$ cat config.mk
export PLATFORM = sky130hd
export DESIGN_NAME = out_deser
export DESIGN_NICKNAME = d
export VERILOG_FILES = /design/src/rtl/out_deser_pkg.sv /design/src/rtl/out_fifo.sv /design/src/rtl/out_deser.sv
export SDC_FILE = /design/constraint.sdc
export NUM_CORES = 1
export LEC_CHECK = 0
export BUFFER_PORTS_ARGS = -buffer_cell sky130_fd_sc_hd__buf_2
export CORE_ASPECT_RATIO = 0.7
export CORE_UTILIZATION = 40
export DETAILED_ROUTE_END_ITERATION = 16
export HOLD_SLACK_MARGIN = 0.06
export SLEW_MARGIN = 20
export SYNTH_ARGS = -nofsm -noshare
export SYNTH_HDL_FRONTEND = slang
export SYNTH_SLANG_ARGS = --single-unit
$ cat constraint.sdc
create_clock -name clk -period 10.56 [get_ports clk]
set_input_delay 0.528 -clock clk [delete_from_list [all_inputs] [get_ports clk]]
set_output_delay 0.528 -clock clk [all_outputs]
set_load 0.01 [all_outputs]
$ cat src/rtl/out_deser_pkg.sv
// Shared widths, default capture state code and capture FSM encodings
// for the output deserializer.
package out_deser_pkg;

  localparam int BYTE_W  = 8;
  localparam int TAG_W   = 8;
  localparam int CS_W    = 3;
  localparam int ENTRY_W = TAG_W + BYTE_W;

  localparam logic [CS_W-1:0] CAP_CS_DEF = 3'b001;

  typedef enum logic {
    ST_IDLE  = 1'b0,
    ST_SHIFT = 1'b1
  } cap_state_t;

endpackage

$ cat src/rtl/out_fifo.sv
// Small FIFO holding {tag, byte} entries. The head entry is kept in an
// output register so it appears one cycle after the push that fills an
// empty FIFO, and holds its last value once the FIFO drains.
module out_fifo #(
  parameter  int WIDTH = 16,
  parameter  int DEPTH = 4,
  localparam int AW    = $clog2(DEPTH),
  localparam int LW    = $clog2(DEPTH + 1)
) (
  input  logic             clk,
  input  logic             reset,
  input  logic             push,
  input  logic [WIDTH-1:0] wdata,
  input  logic             pop,
  output logic [WIDTH-1:0] rdata,
  output logic             full,
  output logic             empty,
  output logic [LW-1:0]    level,
  output logic             ovf
);

  logic [WIDTH-1:0] mem [DEPTH];
  logic [AW-1:0]    wr_q;
  logic [AW-1:0]    rd_q;
  logic [AW-1:0]    rd_nx;
  logic [LW-1:0]    lvl_q;
  logic [LW-1:0]    lvl_nx;
  logic [WIDTH-1:0] head_q;
  logic             ovf_q;
  logic             do_push;
  logic             do_pop;

  assign full    = (lvl_q == LW'(DEPTH));
  assign empty   = (lvl_q == '0);
  // A pop on the same edge frees a slot, so a push into a full FIFO still lands.
  assign do_pop  = pop && !empty;
  assign do_push = push && (!full || do_pop);
  assign rd_nx   = do_pop ? rd_q + AW'(1) : rd_q;
  assign lvl_nx  = lvl_q + LW'(do_push) - LW'(do_pop);

  assign rdata = head_q;
  assign level = lvl_q;
  assign ovf   = ovf_q;

  // Storage array: written on accepted pushes only, never reset.
  always_ff @(posedge clk) begin
    if (do_push) mem[wr_q] <= wdata;
  end

  // Pointers, occupancy, sticky overflow and the registered head entry.
  always_ff @(posedge clk) begin
    if (reset) begin
      wr_q   <= '0;
      rd_q   <= '0;
      lvl_q  <= '0;
      ovf_q  <= 1'b0;
      head_q <= '0;
    end else begin
      if (do_push) wr_q <= wr_q + AW'(1);
      rd_q  <= rd_nx;
      lvl_q <= lvl_nx;
      if (push && full && !do_pop) ovf_q <= 1'b1;
      // The new head bypasses storage when it is the entry being written now.
      if (lvl_nx != '0)
        head_q <= (do_push && (wr_q == rd_nx)) ? wdata : mem[rd_nx];
    end
  end

endmodule

$ cat src/rtl/out_deser.sv
// Output deserializer: assembles the serial cal-stage bit stream into
// MSB-first bytes while cs equals CAP_CS, tags each byte with the state
// counter sampled on its last bit, and queues {tag, byte} in a FIFO.
module out_deser
  import out_deser_pkg::*;
#(
  parameter logic [CS_W-1:0] CAP_CS = CAP_CS_DEF,
  parameter int              DEPTH  = 4
) (
  input  logic                         clk,
  input  logic                         reset,
  input  logic                         din,
  input  logic [CS_W-1:0]              cs,
  input  logic [TAG_W-1:0]             count,
  output logic [BYTE_W-1:0]            data,
  output logic [TAG_W-1:0]             tag,
  output logic                         valid,
  input  logic                         ready,
  output logic [$clog2(DEPTH+1)-1:0]   level,
  output logic                         ovf
);

  cap_state_t           state_q;
  logic [2:0]           bitcnt_q;
  logic [BYTE_W-2:0]    shreg_q;
  logic                 cap_hit;
  logic                 vld_p0;
  logic [ENTRY_W-1:0]   entry_p0;
  logic [ENTRY_W-1:0]   head;
  logic                 empty;

  assign cap_hit  = (cs == CAP_CS);
  // The edge that samples the 8th bit pushes the completed byte directly.
  assign vld_p0   = (state_q == ST_SHIFT) && cap_hit && (bitcnt_q == 3'd7);
  assign entry_p0 = {count, shreg_q, din};

  // Capture FSM: IDLE waits for the capture code, SHIFT gathers bits and
  // wraps straight into the next byte without a gap cycle.
  always_ff @(posedge clk) begin
    if (reset) begin
      state_q  <= ST_IDLE;
      bitcnt_q <= '0;
      shreg_q  <= '0;
    end else begin
      unique case (state_q)
        ST_IDLE: begin
          if (cap_hit) begin
            state_q  <= ST_SHIFT;
            shreg_q  <= {{(BYTE_W-2){1'b0}}, din};
            bitcnt_q <= 3'd1;
          end
        end
        ST_SHIFT: begin
          if (!cap_hit) begin
            state_q  <= ST_IDLE;
            shreg_q  <= '0;
            bitcnt_q <= '0;
          end else if (bitcnt_q == 3'd7) begin
            shreg_q  <= '0;
            bitcnt_q <= '0;
          end else begin
            shreg_q  <= {shreg_q[BYTE_W-3:0], din};
            bitcnt_q <= bitcnt_q + 3'd1;
          end
        end
      endcase
    end
  end

  out_fifo #(
    .WIDTH (ENTRY_W),
    .DEPTH (DEPTH)
  ) u_fifo (
    .clk   (clk),
    .reset (reset),
    .push  (vld_p0),
    .wdata (entry_p0),
    .pop   (ready),
    .rdata (head),
    .full  (),
    .empty (empty),
    .level (level),
    .ovf   (ovf)
  );

  assign valid = !empty;
  assign data  = head[BYTE_W-1:0];
  assign tag   = head[ENTRY_W-1:BYTE_W];

endmodule

* Word-level counts from Yosys, hierarchy flattened
Memories as Yosys holds them, arrays and structs flattened. A register that Yosys moved wholly into a read port is not among the register bits.
Index checks and enable logic that the tools add are counted.
** Word-level totals
- Bits in registers :: 19
- RAM bits :: 64
- Input bits :: 15
- Output and inout bits :: 21
- Logic and storage cells :: 42
- Memories :: 1
** Operators by class
- $add $sub $neg :: 5
- Equality and inequality tests :: 4
- Muxes and demuxes :: 12
- Bitwise operators :: 1
- Reduce and logical (&&, ||, !) cells :: 12
** Memory list
- u_fifo.mem :: words 4, bits a word 16, rd ports 1, clocked after memory_dff 1, wr ports 1, RTL line out_fifo.sv:22 : logic [WIDTH-1:0] mem [DEPTH];
** Operator list (number)
- 7-bit two-way mux :: 3
- 7-bit case mux with 2 select lines :: 1
- 3-bit two-way mux :: 3
- 3-bit == test (second input constant) :: 2
- 1-bit logical AND :: 6
- 3-bit case mux with 2 select lines :: 1
- 2-bit by 1-bit adder with 2-bit output (second input constant) :: 2
- 3-bit by 1-bit adder with 3-bit output :: 1
- 3-bit by 1-bit adder with 3-bit output (second input constant) :: 1
- 3-bit by 1-bit == test with 1-bit output (second input constant) :: 1
- 1-bit logical NOT :: 3
- 3-bit logical NOT :: 1
- 1-bit two-way mux :: 3
- 3-bit nonzero test :: 1
- 3-bit by 1-bit subtractor with 3-bit output :: 1
- 2-bit two-way mux :: 1
- 2-bit != test (second input constant) :: 1
- 1-bit logical OR :: 1
- 1-bit NOT :: 1

* Depth between registers and ports, before layout
- Depth in word-level cells :: 8
- Depth in mapped cells :: 15
- Gate-level depth less buffers :: 11

* Modules after synthesis
A second synthesis with hierarchy kept.
** Second synthesis, totals
- Cells, all modules :: 332
- Area, all modules :: 4433.0 µm²
** Modules (own cells, without submodules)
- out_fifo :: times used 1, cells each 279, area each 3921.3 µm², sequential area each 2402.3 µm²
- out_deser :: times used 1, cells each 53, area each 511.7 µm², sequential area each 220.2 µm²

* Worst setup path after synthesis
OpenSTA, ideal clock, no wires.
- Path type :: reg-to-reg
- Start point :: reg u_fifo.lvl_q[1], in the netlist u_fifo.level[1]
- End point :: reg u_fifo.head_q[0], in the netlist u_fifo.rdata[0] (read register of u_fifo.mem)
- Setup time :: 0.059 ns
- Data arrival time :: 3.649 ns
- Data required time :: 10.501 ns
- Setup slack :: 6.851 ns
- Stages on the path, launching flop included :: 15
- Path buffers :: 4
- Clock period less this slack :: 3.709 ns
- Cell sequence :: dfxtp_1 buf_2 o31ai_4 inv_2 clkbuf_1 buf_1 ha_1 inv_1 ha_1 fa_1 xor3_1 a21oi_1 nor4b_4 buf_2 a221o_1
** On the way
- Cells in the longest elaborated chain, start to end :: 8
- Elaborated cells on any way between the ends :: 11
- Classes of those cells :: add/sub: 2; eq/ne: 1; mux: 1; reduce/logical: 7
** Ends and longest elaborated chain
- from (decl) :: RTL line out_fifo.sv:26 : logic [LW-1:0] lvl_q;
- from (signal assigned) :: RTL line out_fifo.sv:61 : lvl_q <= lvl_nx;
- 3-bit logical NOT :: RTL line out_fifo.sv:34 : assign empty = (lvl_q == '0);
- 1-bit logical NOT :: RTL line out_fifo.sv:36 : assign do_pop = pop && !empty;
- 1-bit logical AND :: RTL line out_fifo.sv:36
- 1-bit logical OR :: RTL line out_fifo.sv:37 : assign do_push = push && (!full || do_pop);
- 1-bit logical AND :: RTL line out_fifo.sv:37
- 3-bit by 1-bit adder with 3-bit output :: RTL line out_fifo.sv:39 : assign lvl_nx = lvl_q + LW'(do_push) - LW'(do_pop);
- 3-bit by 1-bit subtractor with 3-bit output :: RTL line out_fifo.sv:39
- 3-bit nonzero test :: RTL line out_fifo.sv:64 : if (lvl_nx != '0)
- to (decl) :: RTL line out_fifo.sv:28 : logic [WIDTH-1:0] head_q;
Parallel ways exist; a longest one is shown, timed or not.
A chain may end at the register's enable or synchronous reset.

* Final worst setup path
- Start point :: reg u_fifo.lvl_q[1], in the netlist u_fifo.level[1]
- End point :: reg u_fifo.head_q[2], in the netlist u_fifo.rdata[2] (read register of u_fifo.mem)
The elaborated chain is that of the path after synthesis.

==> run metrics <==
period utilization=0.395; drt pass-1 iters=5; chip height=89.0 um; GP Congestion=0.773; vias=3032; CP most frequent cell=ha_1; P_leak=0.00172 uW; setup violators final=0; Max Fanout on Critical Path=36; post-layout worst setup margin=6390 ps; critical-path cell list=o31ai_4, buf_4, inv_2, ha_1, inv_1, ha_1, fa_1, xor3_1, a21oi_1, nor4b_4, buf_6, a221o_1; post-synth top area cell=edfxtp_1; total track usage=0.191; net switching power=410 uW; Initial Util=0.415; post-CTS setup buffer count=0; cell internal pwr=819 uW; antenna cell count=0; clock period minus final worst setup slack=4170 ps; clk slew on worst S/H paths=70 ps; clk sinks=99; Max Clock Freq=0.240 GHz; vias in the first global route=2987; ranking of synthesized cells by area=edfxtp_1, dfxtp_1, o221ai_1; synthesis-stage register bit count=99; Routed Antenna Nets=0; Residual DRC=0; power share of the clock group=0.285; relative slew slack=0.313; register-to-register setup slack=6390 ps; Primary FF master, synth=edfxtp_1; routed vias/inst=6.26; initial antenna violation count=0; R2R depth=12; Finished Layout Cells=484; Critical Path RT=10840 ps; quantity of I/O buffers inserted on ports=35; most common cell in the synthesized netlist=edfxtp_1; Syn Std Cell Area=4330 um^2; WL per Instance=20.8 um; class of the worst hold path=primary input to flop; Post-synth EDFFs=64; Area growth syn-to-layout=13.8%; # resized after CTS=0; VDD IR max=0.141 mV; Max Root-Sink Buffers=2; Routed WL=10000 um; H-tree Lvls=3; Fillers=928; area share of the largest cell type after synthesis=0.444; cts hold-fix bufs=0; Slowest cell on crit path=nor4b_4; Ys Warns=0; Post-synth top cells=edfxtp_1, dfxtp_1, o221ai_1, nor2_1; Crit path max-delay family=buffers and inverters; GR Overflow Total=0; RSZ-0062 raised after global routing=false; combinational power share=0.334; Buf/Inv on CP=4; dpl ws=6070 ps; crit path capture type=flop; std cell rows=31; Die Area=11200 um^2; Root Driver=clkbuf_16; Cell Pwr Density=249 nW/um^2; Seq pwr share=0.381; status=complete, no violations; Setup TNS Final=0 ps; Worst-Skew Late Latency=340 ps; Nets=371; sw frac=0.333; cell count after placement=467; TritonCTS clock tree=built; cts bufs inserted=9; Post-Synthesis Cells=322; IO Count=36; CP max stage delay=550 ps; largest net degree at the start of global routing=39; Worst-Margin Slew=1030 ps; critical path depth=12; crit path kind=flop to flop; hold violation total from the final report=0; reg2reg end=u_fifo.rdata[2]$_SDFFE_PP0P_; first-pass GRT wire length=16100 um; total core area=10400 um^2; syn nets=346; CP startpoint=u_fifo.level[1]$_SDFF_PP0_; Die X=126 um; nature of the critical path startpoint=flop; number of max-cap violations=0; Iteration-0 DRC Markers=283; Cell variety after synth=42; CP endpoint=u_fifo.rdata[2]$_SDFFE_PP0P_; Final Slew Violations=0; share of layout cells above drive strength 1=0.213; CP Data Arrival Time=4450 ps; hpwl dp=5830 um; Avg Inst Size Synth=13.4 um^2; reg-to-reg startpoint=u_fifo.level[1]$_SDFF_PP0_; worst clock skew=5.66 ps; ys async rst share=0; Seq/Total Area, Yosys=0.606
## final cells by class
type | instances | area (um^2) | area share
Timing Repair Buffer | 40 | 216 | 0.0440
Tap cell | 132 | 165 | 0.0335
Clock buffer | 12 | 246 | 0.0501
Sequential cell | 99 | 2620 | 0.533
Multi-Input combinational cell | 188 | 1570 | 0.318
Clock inverter | 4 | 73.8 | 0.0150
Inverter | 9 | 33.8 | 0.00686
## metrics by stage
| step | utilization | hold WS, ps | cell area [um^2] | power [uW] |
|---|---|---|---|---|
| 3_5_place_dp | 0.440 | 456 | 4590 | 882 |
| 5_1_grt | 0.472 | 405 | 4920 | 1300 |
| 2_1_floorplan | - | 436 | 4330 | 769 |
| 6_report | 0.472 | 415 | 4920 | 1230 |
| 4_1_cts | 0.471 | 410 | 4910 | 1230 |
| 3_3_place_gp | 0.440 | 444 | 4590 | 868 |
## state kept, by name, indices dropped and copies added (netlist names)
register	count
u_fifo.level	3
u_fifo.wr_q	2
state_q	1
bitcnt_q	3
u_fifo.ovf	1
u_fifo.rdata	16
u_fifo.rd_q	2
u_fifo.mem	64
shreg_q	7
## metal layers
metal  vias up  track usage  wire [um]
li1       1369            -          -
met1      1525        0.259       4790
met2       129        0.304       4500
met3         9       0.0467        671
met4         0       0.0635         91
met5         -            0          0
## kinds of logic after synthesis
logic type / share of synthesized area
simple gates: 0.0760
fa+ha+maj: 0.0278
flops: 0.606
compound gates: 0.194
xor+xnor: 0.0176
buf+inv: 0.0324
mux: 0.0463
## power groups by stage
stage / registers [uW] / logic [uW] / clock network (uW)
after floorplan: 479 / 291 / 0
after global placement: 475 / 394 / 0
after detailed placement: 476 / 406 / 0
after CTS: 468 / 407 / 358
after global routing: 471 / 448 / 376
final: 467 / 410 / 350
## cell usage in the layout (no fill, tap or decap), types with 2 or more instances in the layout
| cell type | netlist | final |
|---|---|---|
| edfxtp_1 | 64 | 64 |
| dfxtp_1 | 35 | 35 |
| buf_2 | 4 | 35 |
| o221ai_1 | 31 | 31 |
| nor2_1 | 18 | 18 |
| or3_1 | 17 | 17 |
| mux2_2 | 16 | 16 |
| a221o_1 | 16 | 16 |
| o31ai_1 | 15 | 15 |
| a221oi_1 | 15 | 15 |
| clkbuf_16 | 0 | 9 |
| ha_1 | 8 | 8 |
| inv_1 | 7 | 7 |
| a22oi_1 | 7 | 7 |
| nand2_1 | 6 | 6 |
| and2_1 | 4 | 4 |
| a21oi_1 | 4 | 4 |
| buf_4 | 1 | 4 |
| nor2b_1 | 3 | 3 |
| xnor2_1 | 3 | 3 |
| xor2_1 | 3 | 3 |
| o31ai_4 | 2 | 2 |
| mux2i_1 | 2 | 2 |
| nand2b_1 | 2 | 2 |
| nand3_1 | 2 | 2 |
| bufinv_16 | 0 | 2 |
| clkbuf_1 | 17 | 2 |
## worst min-delay path by stage
stage                                         from                     endpoint  slack [ps]  cells after the start
after floorplan           bitcnt_q[2]$_SDFFE_PP0P_     bitcnt_q[2]$_SDFFE_PP0P_         440                      2
after global placement    bitcnt_q[2]$_SDFFE_PP0P_     bitcnt_q[2]$_SDFFE_PP0P_         440                      2
after detailed placement  bitcnt_q[2]$_SDFFE_PP0P_     bitcnt_q[2]$_SDFFE_PP0P_         460                      2
after CTS                                 count[4]  u_fifo.mem[1][12]$_DFFE_PP_         410                      1
after global routing                      count[4]  u_fifo.mem[3][12]$_DFFE_PP_         400                      1
final                                     count[4]  u_fifo.mem[1][12]$_DFFE_PP_         420                      1
Power figures use the tool's default switching activity.
